$ cat config.mk
export PLATFORM = sky130hd
export DESIGN_NAME = mem_responder
export DESIGN_NICKNAME = d
export VERILOG_FILES = /design/src/rtl/mem_resp_pkg.sv /design/src/rtl/mem_array.sv /design/src/rtl/mem_responder.sv
export SDC_FILE = /design/constraint.sdc
export NUM_CORES = 2
export LEC_CHECK = 0
export BUFFER_PORTS_ARGS = -buffer_cell sky130_fd_sc_hd__buf_2
export CORE_UTILIZATION = 50
export CTS_BUF_LIST = sky130_fd_sc_hd__clkbuf_4
export DETAILED_ROUTE_END_ITERATION = 6
export PLACE_DENSITY_LB_ADDON = 0.15
export RECOVER_POWER = 50
export SETUP_SLACK_MARGIN = 0.02
export SYNTH_ARGS = -nofsm -noshare
export SYNTH_HDL_FRONTEND = slang
export SYNTH_SLANG_ARGS = --single-unit
$ cat constraint.sdc
create_clock -name clk -period 3.9 [get_ports clk]
set_input_delay 0.39 -clock clk [delete_from_list [all_inputs] [get_ports clk]]
set_output_delay 0.39 -clock clk [all_outputs]
set_load 0.05 [all_outputs]
$ cat src/rtl/mem_resp_pkg.sv
// Shared types and constants for the memory responder.
// Latency: n/a (declarations only).
// Backpressure: n/a.
package mem_resp_pkg;

    typedef enum logic [1:0] {
        IDLE   = 2'd0,
        ACCESS = 2'd1,
        ACK    = 2'd2
    } state_t;

    typedef enum logic {
        PORT_IF = 1'b0,
        PORT_D  = 1'b1
    } port_t;

    localparam logic [15:0] MEM_RESP_BAD_DATA = 16'hDEAD;
    localparam int          MEM_RESP_MAX_WAIT = 7;
    localparam int          MEM_RESP_CNT_W    = $clog2(MEM_RESP_MAX_WAIT + 1);

endpackage

$ cat src/rtl/mem_array.sv
// Single-port synchronous word RAM, read-first, no reset.
// Latency: rdata registered one edge after addr is presented.
// Backpressure: none; accepts a read or write every cycle.
module mem_array #(
    parameter int ADDR_W = 8
) (
    input  logic              clk,
    input  logic              we,
    input  logic [ADDR_W-1:0] addr,
    input  logic [15:0]       wdata,
    output logic [15:0]       rdata
);

    logic [15:0] mem [0:(1<<ADDR_W)-1];

    // Write on we, and always register the addressed word (old value on a write).
    always_ff @(posedge clk) begin
        if (we) begin
            mem[addr] <= wdata;
        end
        rdata <= mem[addr];
    end

endmodule

$ cat src/rtl/mem_responder.sv
// Arbitrates fetch and data requests onto one RAM with WAIT_CYCLES wait states.
// Latency: request-to-ack WAIT_CYCLES+2 cycles; one IDLE cycle between transactions.
// Backpressure: requests are only sampled in IDLE; optional MEM_RESP_BOUNDS_CHECK_EN adds range errors.
module mem_responder
    import mem_resp_pkg::*;
#(
    parameter int ADDR_W      = 8,
    parameter int WAIT_CYCLES = 1
) (
    input  logic        clk,
    input  logic        reset,
    input  logic        if_req,
    input  logic [15:0] if_addr,
    output logic [15:0] if_rdata,
    output logic        if_ack,
    input  logic        d_req,
    input  logic        d_we,
    input  logic [15:0] d_addr,
    input  logic [15:0] d_wdata,
    output logic [15:0] d_rdata,
    output logic        d_ack,
    output logic        err,
    output logic        busy
);

    state_t                    state;
    state_t                    state_nxt;
    port_t                     port_q;
    logic [15:0]               addr_q;
    logic [15:0]               wdata_q;
    logic                      we_q;
    logic [MEM_RESP_CNT_W-1:0] cnt;

    logic                      grant;
    logic                      commit;
    logic                      oor;
    logic                      ram_we;
    logic [ADDR_W-1:0]         ram_addr;
    logic [15:0]               ram_rdata;
    logic [15:0]               read_val;

    assign grant  = (state == IDLE) && (d_req || if_req);
    assign commit = (state == ACCESS) && (cnt == '0);

`ifdef MEM_RESP_BOUNDS_CHECK_EN
    assign oor = |addr_q[15:ADDR_W];
`else
    logic addr_hi_unused;
    assign addr_hi_unused = ^addr_q[15:ADDR_W];
    assign oor = 1'b0;
`endif

    // In IDLE the RAM is addressed straight from the winning request so the
    // registered RAM output already holds the right word even with zero wait states.
    assign ram_addr = (state == IDLE) ? (d_req ? d_addr[ADDR_W-1:0] : if_addr[ADDR_W-1:0])
                                      : addr_q[ADDR_W-1:0];
    assign ram_we   = commit && we_q && !oor;
    assign read_val = oor ? MEM_RESP_BAD_DATA : ram_rdata;

    mem_array #(.ADDR_W(ADDR_W)) u_mem_array (
        .clk   (clk),
        .we    (ram_we),
        .addr  (ram_addr),
        .wdata (wdata_q),
        .rdata (ram_rdata)
    );

    // State register.
    always_ff @(posedge clk or posedge reset) begin
        if (reset) begin
            state <= IDLE;
        end else begin
            state <= state_nxt;
        end
    end

    // Next-state: grant from IDLE, commit when the wait counter is exhausted, one ACK cycle.
    always_comb begin
        state_nxt = state;
        case (state)
            IDLE:    if (d_req || if_req) state_nxt = ACCESS;
            ACCESS:  if (cnt == '0)       state_nxt = ACK;
            ACK:                          state_nxt = IDLE;
            default:                      state_nxt = IDLE;
        endcase
    end

    // Request latches, wait counter and registered outputs.
    always_ff @(posedge clk or posedge reset) begin
        if (reset) begin
            cnt      <= '0;
            port_q   <= PORT_IF;
            addr_q   <= 16'h0000;
            wdata_q  <= 16'h0000;
            we_q     <= 1'b0;
            if_ack   <= 1'b0;
            d_ack    <= 1'b0;
            err      <= 1'b0;
            busy     <= 1'b0;
            if_rdata <= 16'h0000;
            d_rdata  <= 16'h0000;
        end else begin
            if (grant) begin
                port_q  <= d_req ? PORT_D : PORT_IF;
                addr_q  <= d_req ? d_addr : if_addr;
                wdata_q <= d_wdata;
                we_q    <= d_req && d_we;
                cnt     <= MEM_RESP_CNT_W'(WAIT_CYCLES);
            end else if ((state == ACCESS) && (cnt != '0)) begin
                cnt <= cnt - MEM_RESP_CNT_W'(1);
            end

            if_ack <= commit && (port_q == PORT_IF);
            d_ack  <= commit && (port_q == PORT_D);
            err    <= commit && oor;
            busy   <= (state_nxt != IDLE);

            if (commit && !we_q) begin
                if (port_q == PORT_D) begin
                    d_rdata <= read_val;
                end else begin
                    if_rdata <= read_val;
                end
            end
        end
    end

endmodule

# Word-level counts from Yosys, hierarchy flattened
# Memory sizes are Yosys's and may differ from the RTL's. A register that Yosys moved wholly into a read port is not among the register bits.
# Index checks and enable logic that the tools add are counted.
dict set report totals {
  word_cells 43
  latch_bits 0
  mem_bits_rw 4096
  reg_bits 66
  romBits 0
  n_memories 1
}
dict set report classes {
  n_mux 11
  n_addsub 1
  bitwise 1
  div 0
  eq_ne 1
  shift 0
  n_reduce_logical 17
  mul 0
  order_cmp 0
}
# memory words width rd rd_ports_with_merged_regs write_ports line_no
set memory_table {}
lappend memory_table {u_mem_array.mem 256 16 1 1 1 mem_array.sv:14} ;# logic [15:0] mem [0:(1<<ADDR_W)-1];
# op count
set ops {}
lappend ops {{$mux W8} 3}
lappend ops {{$logic_and A1 B1 Y1} 8}
lappend ops {{$mux W3} 2}
lappend ops {{$mux W2} 2}
lappend ops {{$pmux W2 S2} 1}
lappend ops {{$reduce_and A2 Y1} 2}
lappend ops {{$reduce_bool A2 Y1} 2}
lappend ops {{$logic_not A3 Y1} 1}
lappend ops {{$mux W1} 3}
lappend ops {{$reduce_bool A3 Y1} 1}
lappend ops {{$sub A3 B1 Y3 const B} 1}
lappend ops {{$eq A2 B1 Y1 const B} 1}
lappend ops {{$logic_not A2 Y1} 1}
lappend ops {{$logic_not A1 Y1} 1}
lappend ops {{$logic_or A1 B1 Y1} 1}
lappend ops {{$not A1 Y1} 1}

# Longest topological paths before layout
dict set report depth {
  word_depth 5
  mapped_depth 14
  mapped_depth_nobuf 9
}

# Modules after synthesis
# Synthesis repeated with hierarchy kept, for this count alone.
dict set report unflattened {
  hier_cells 6911
  area_unflattened_um2 158140.4
}
# mod n_inst seq_area_each_um2 area_per_inst_um2 cells_per_inst
set modules_own_cells {}
lappend modules_own_cells {mem_array 1 123318.3 155399.0 6727}
lappend modules_own_cells {mem_responder 1 1651.6 2741.4 184}

# Worst setup path before layout
# OpenSTA, ideal clock, no wires.
dict set report synth_timing {
  path_type {register to register}
  from {register wdata_q[0]}
  to {memory u_mem_array.mem[0][0] (data pin)}
  path_buffers 0
  path_slack_ns -0.087
  period_less_slack_ns 3.987
  required_time_ns 3.096
  arrival_time_ns 3.183
  setup_ns 0.804
  path_stages_with_launch 1
  cell_sequence {dfrtp_1}
}
# item line_no
set synth_lines {}
lappend synth_lines {{start: declaration} mem_responder.sv:30} ;# logic [15:0] wdata_q;
lappend synth_lines {{start signal: assignment} mem_responder.sv:106} ;# wdata_q <= d_wdata;
lappend synth_lines {{end: declaration} mem_array.sv:14}
# Straight into the memory's write port.

# Final worst setup path
dict set report layout_timing {
  from {input port d_req}
  to {register u_mem_array.rdata[12], read port of u_mem_array.mem}
}
dict set report layout_between {
  elab_chain_cells 2
}
# item line_no
set layout_rtl {}
lappend layout_rtl {{start: declaration} mem_responder.sv:16} ;# input logic d_req,
lappend layout_rtl {{$mux W8 (2 in series)} mem_responder.sv:55} ;# assign ram_addr = (state == IDLE) ? (d_req ? d_addr[ADDR_W-1:0] : if_addr[ADDR_W-1:0])
lappend layout_rtl {{end: declaration} mem_array.sv:11} ;# output logic [15:0] rdata
# Every way passes these cells.
# A chain may end at the register's enable or synchronous reset.

==> results.sh <==
export IMPL_status="finished with violations"
export IMPL_violations="DRC, capacitance limit, slew limit, setup timing"
export IMPL_grt_pass1_vias=103000
export IMPL_cts_root_buf="clkbuf_4"
export IMPL_multi_input_area_um2=34700
export IMPL_p_per_area_nw_per_um2=832
export IMPL_cts_buffer_depth=5
export IMPL_internal_power_mw=95.5
export IMPL_post_synth_fa_ha_maj_area_fraction_pct=0.0154
export IMPL_p_leak_nw=66.7
export IMPL_slowest_delay_ns=0.74
export IMPL_endpoint_kind="flip-flop"
export IMPL_dr_total_vias=105000
export IMPL_seq_power_share_pct=36.8
export IMPL_ys_ff_latch=4178
export IMPL_synth_xor_area_share_pct=0
export IMPL_synth_top_cells_by_count="edfxtp_1 (4,096), nand2_1 (2,924), nand3_1 (1,322)"
export IMPL_cts_sinks=4178
export IMPL_synth_compound_area_share_pct=4.08
export IMPL_synth_top_family_by_area="simple AND/OR/NAND/NOR gates"
export IMPL_slew_viol_final=1280
export IMPL_ir_drop_mv=0.668
export IMPL_synth_flop_cell="edfxtp_1"
export IMPL_setup_viol=2
export IMPL_critPathArrivalTime_ns=5.52
export IMPL_cp_data_required_time_ns=5.43
export IMPL_synthDistinctLibCells=53
export IMPL_synth_area_mux_share_pct=4.54
export IMPL_grt_total_usage_pct=29.2
export IMPL_hold_class="in2reg"
export IMPL_wl_um=481000
export IMPL_via_per_inst=5.89
export IMPL_fmax_ghz=0.251
export IMPL_critPathBufInv=10
export IMPL_synth_top_area_cell="edfxtp_1"
export IMPL_instances_no_fill=17900
export IMPL_holdWs_ns=0.214
export IMPL_dp_hpwl_um=293000
export IMPL_dieArea_um2=328000
export IMPL_synth_async_sr_flop_share_pct=1.58
export IMPL_regArea_um2=125000
export IMPL_drt_iter0_markers=12700
export IMPL_yosys_warnings=0
export IMPL_syn2layout_area_growth_pct=17.3
export IMPL_finalClockSkew_ns=0.170
export IMPL_die_y_um=573
export IMPL_p_sw_mw=63.3
export IMPL_synthCells=11300
export IMPL_grt_remaining_overflow=0
export IMPL_path_cells="dlygate4sd3_1 -> buf_2 -> dlygate4sd3_1 -> buf_4 -> mux2i_2 -> dlygate4sd3_1 -> buf_4 -> o21a_4 -> buf_12 -> nor2_4 -> buf_12 -> buf_4 -> buf_4 -> nand3_1 -> nand4_1 -> nand4_1 -> a2111oi_4 -> nand4_1"
export IMPL_r2r_setup_slack_ns=0.02
export IMPL_place_congestion=0.912
export IMPL_power_frac_comb_pct=40.2
export IMPL_period_needed_ns=3.98
export IMPL_antenna_found_initial=20
export IMPL_syn_num_nets=11300
export IMPL_dr_pass1_iters=7
export IMPL_drive_above_1_share_pct=20.9
export IMPL_ctsHtreeMaxLevel=7
export IMPL_cts_tree="done"
export IMPL_io_pins=89
export IMPL_synth_top_area_share_pct=75.5
export IMPL_rsz0062_at_grt="yes"
export IMPL_start_kind="input pin"
export IMPL_critPathTopFamily="buffers and inverters"
export IMPL_final_util_pct=59.0
export IMPL_coreArea_um2=324000
export IMPL_drc=1
export IMPL_seq_area_frac_synth_pct=76.7
export IMPL_power_mw=159
export IMPL_insertion_delay_ns=1.71
export IMPL_grt_pass1_wl_um=692000
export IMPL_hold_viol=0
export IMPL_row_count=209
export IMPL_cts_buffers_inserted=1138
export IMPL_pre_cts_ws_ns=-0.249
export IMPL_synth_simple_area_share_pct=12.6
export IMPL_dp_cells=15900
export IMPL_clkPwrFrac_pct=23.0
export IMPL_num_fill_cells=25200
export IMPL_portBuffers=71
export IMPL_initial_utilization_pct=50.3
export IMPL_critPathMostFrequentCell="buf_4"
export IMPL_swShare_pct=39.9
export IMPL_synth_edff_count=4096
export IMPL_worst_slew_pin_slew_ns=3.38
export IMPL_fin_ws_ns=-0.0826
export IMPL_critical_path_class="in2reg"
export IMPL_path_clk_slew_ns=0.06
export IMPL_synth_area_per_cell_um2=14.5
export IMPL_dieWidth_um=573
export IMPL_fin_crit_sh_pct=102
export IMPL_grt_max_degree=105
export IMPL_wl_per_cell_um=27.0
export IMPL_yosysMostFrequentCell="edfxtp_1"
export IMPL_cap_violations=25
export IMPL_relSlewSlack_pct=-126
export IMPL_cpMaxStageDelayCell="a2111oi_4"
export IMPL_syn_area_um2=163000
export IMPL_ant_nets=0
export IMPL_fin_nets=12900
export IMPL_synth_top_cells_by_area="edfxtp_1 (76%), nand2_1 (6.7%), nand3_1 (4.1%), mux2i_1 (3.4%), a32oi_1 (1.7%)"
export IMPL_worst_path_max_fanout=27
layout by cell type (no fill, tap or decap), types with 72 or more instances in the layout:
cell type	n
nor2_1	278
buf_12	317
a21oi_1	182
clkinv_1	173
mux2i_1	547
nand2_1	2924
a22oi_1	111
nand4_1	219
clkbuf_4	1598
dlygate4sd3_1	114
buf_2	72
a32oi_1	313
edfxtp_1	4096
buf_4	591
nand3_1	1322
per-layer routing:
metal,routed length [um],track usage [%],up-vias
met2,226000,45.1,5325
met5,50,0,-
met4,18600,13.4,8
met1,191000,39.0,52700
li1,-,-,46200
met3,45700,7.69,796
final timing paths:
path | from | endpoint | cells after the start
max | d_req | u_mem_array.rdata[12] | 18
max in group asynchronous | reset | wdata_q[3] | 6
min | if_addr[0] | u_mem_array.mem[98][14] | 9
max reg2reg | wdata_q[7] | u_mem_array.mem[63][7] | 1
min in group asynchronous | reset | if_rdata[1] | 5
min reg2reg | port_q | if_ack | 1
metrics by stage:
| step | area, um^2 | setup TNS [ns] |
|---|---|---|
| 2_1_floorplan | 163000 | 0 |
| 3_3_place_gp | 177000 | -1.63 |
| 3_5_place_dp | 177000 | -0.758 |
| 4_1_cts | 191000 | 0 |
| 5_1_grt | 191000 | 0 |
| 6_report | 191000 | -0.0977 |
state kept, by name (all words and copies together) (netlist names):
name,cells
u_mem_array.mem,4096
wdata_q,16
d_rdata,16
if_rdata,16
cnt,3
port_q,1
busy,1
if_ack,1
d_ack,1
we_q,1
u_mem_array.rdata,16
addr_q,8
state,2
area by class of cell:
class | instances | area share (%)
diodes | 19 | 0.0249
clock buffers | 1592 | 6.26
clock inverters | 230 | 0.623
inverters | 5 | 0.00982
multi-input cells | 6342 | 18.2
flip-flops and latches | 4178 | 65.4
well taps | 4325 | 2.83
repair buffers | 1161 | 6.67
power groups by stage:
| stage | sequential (mW) | combinational [mW] | clock [mW] |
|---|---|---|---|
| global placement | 59.1 | 61.8 | 0 |
| floorplan | 61.3 | 31.2 | 0 |
| detailed placement | 59.2 | 62.8 | 0 |
| CTS | 58.2 | 63.4 | 37.3 |
| global route | 58.5 | 67.5 | 39.7 |
| finish | 58.5 | 63.8 | 36.5 |
tightest hold or removal path, cell delays in order:
cell and delay [ns]:
buf_2 0.08, mux2i_1 0.06, buf_4 0.17, a21boi_4 0.23
buf_12 0.17, nor3_2 0.07, nand2_1 0.11, buf_12 0.28
nor2_1 0.15
cells by family (layout without fill, tap and decap cells):
| logic type | Yosys count | in the layout |
|---|---|---|
| and+or+nand+nor | 4818 | 4818 |
| DFF | 4178 | 4178 |
| AOI/OAI and AO/OA | 872 | 872 |
| buffers and inverters | 730 | 2988 |
| muxes | 649 | 649 |
| adders and majority gates | 2 | 2 |
| other | 1 | 20 |
timing repair:
action                                  4_1_cts  5_1_grt
hold buffers                                114        0
setup buffers                                 0        7
endpoints found under the hold margin       147        0
pin swaps                                     1        5
resized for setup                             7       12
gates cloned                                  0        2
endpoints found under the setup margin        4        3
Power figures use the tool's default switching activity.
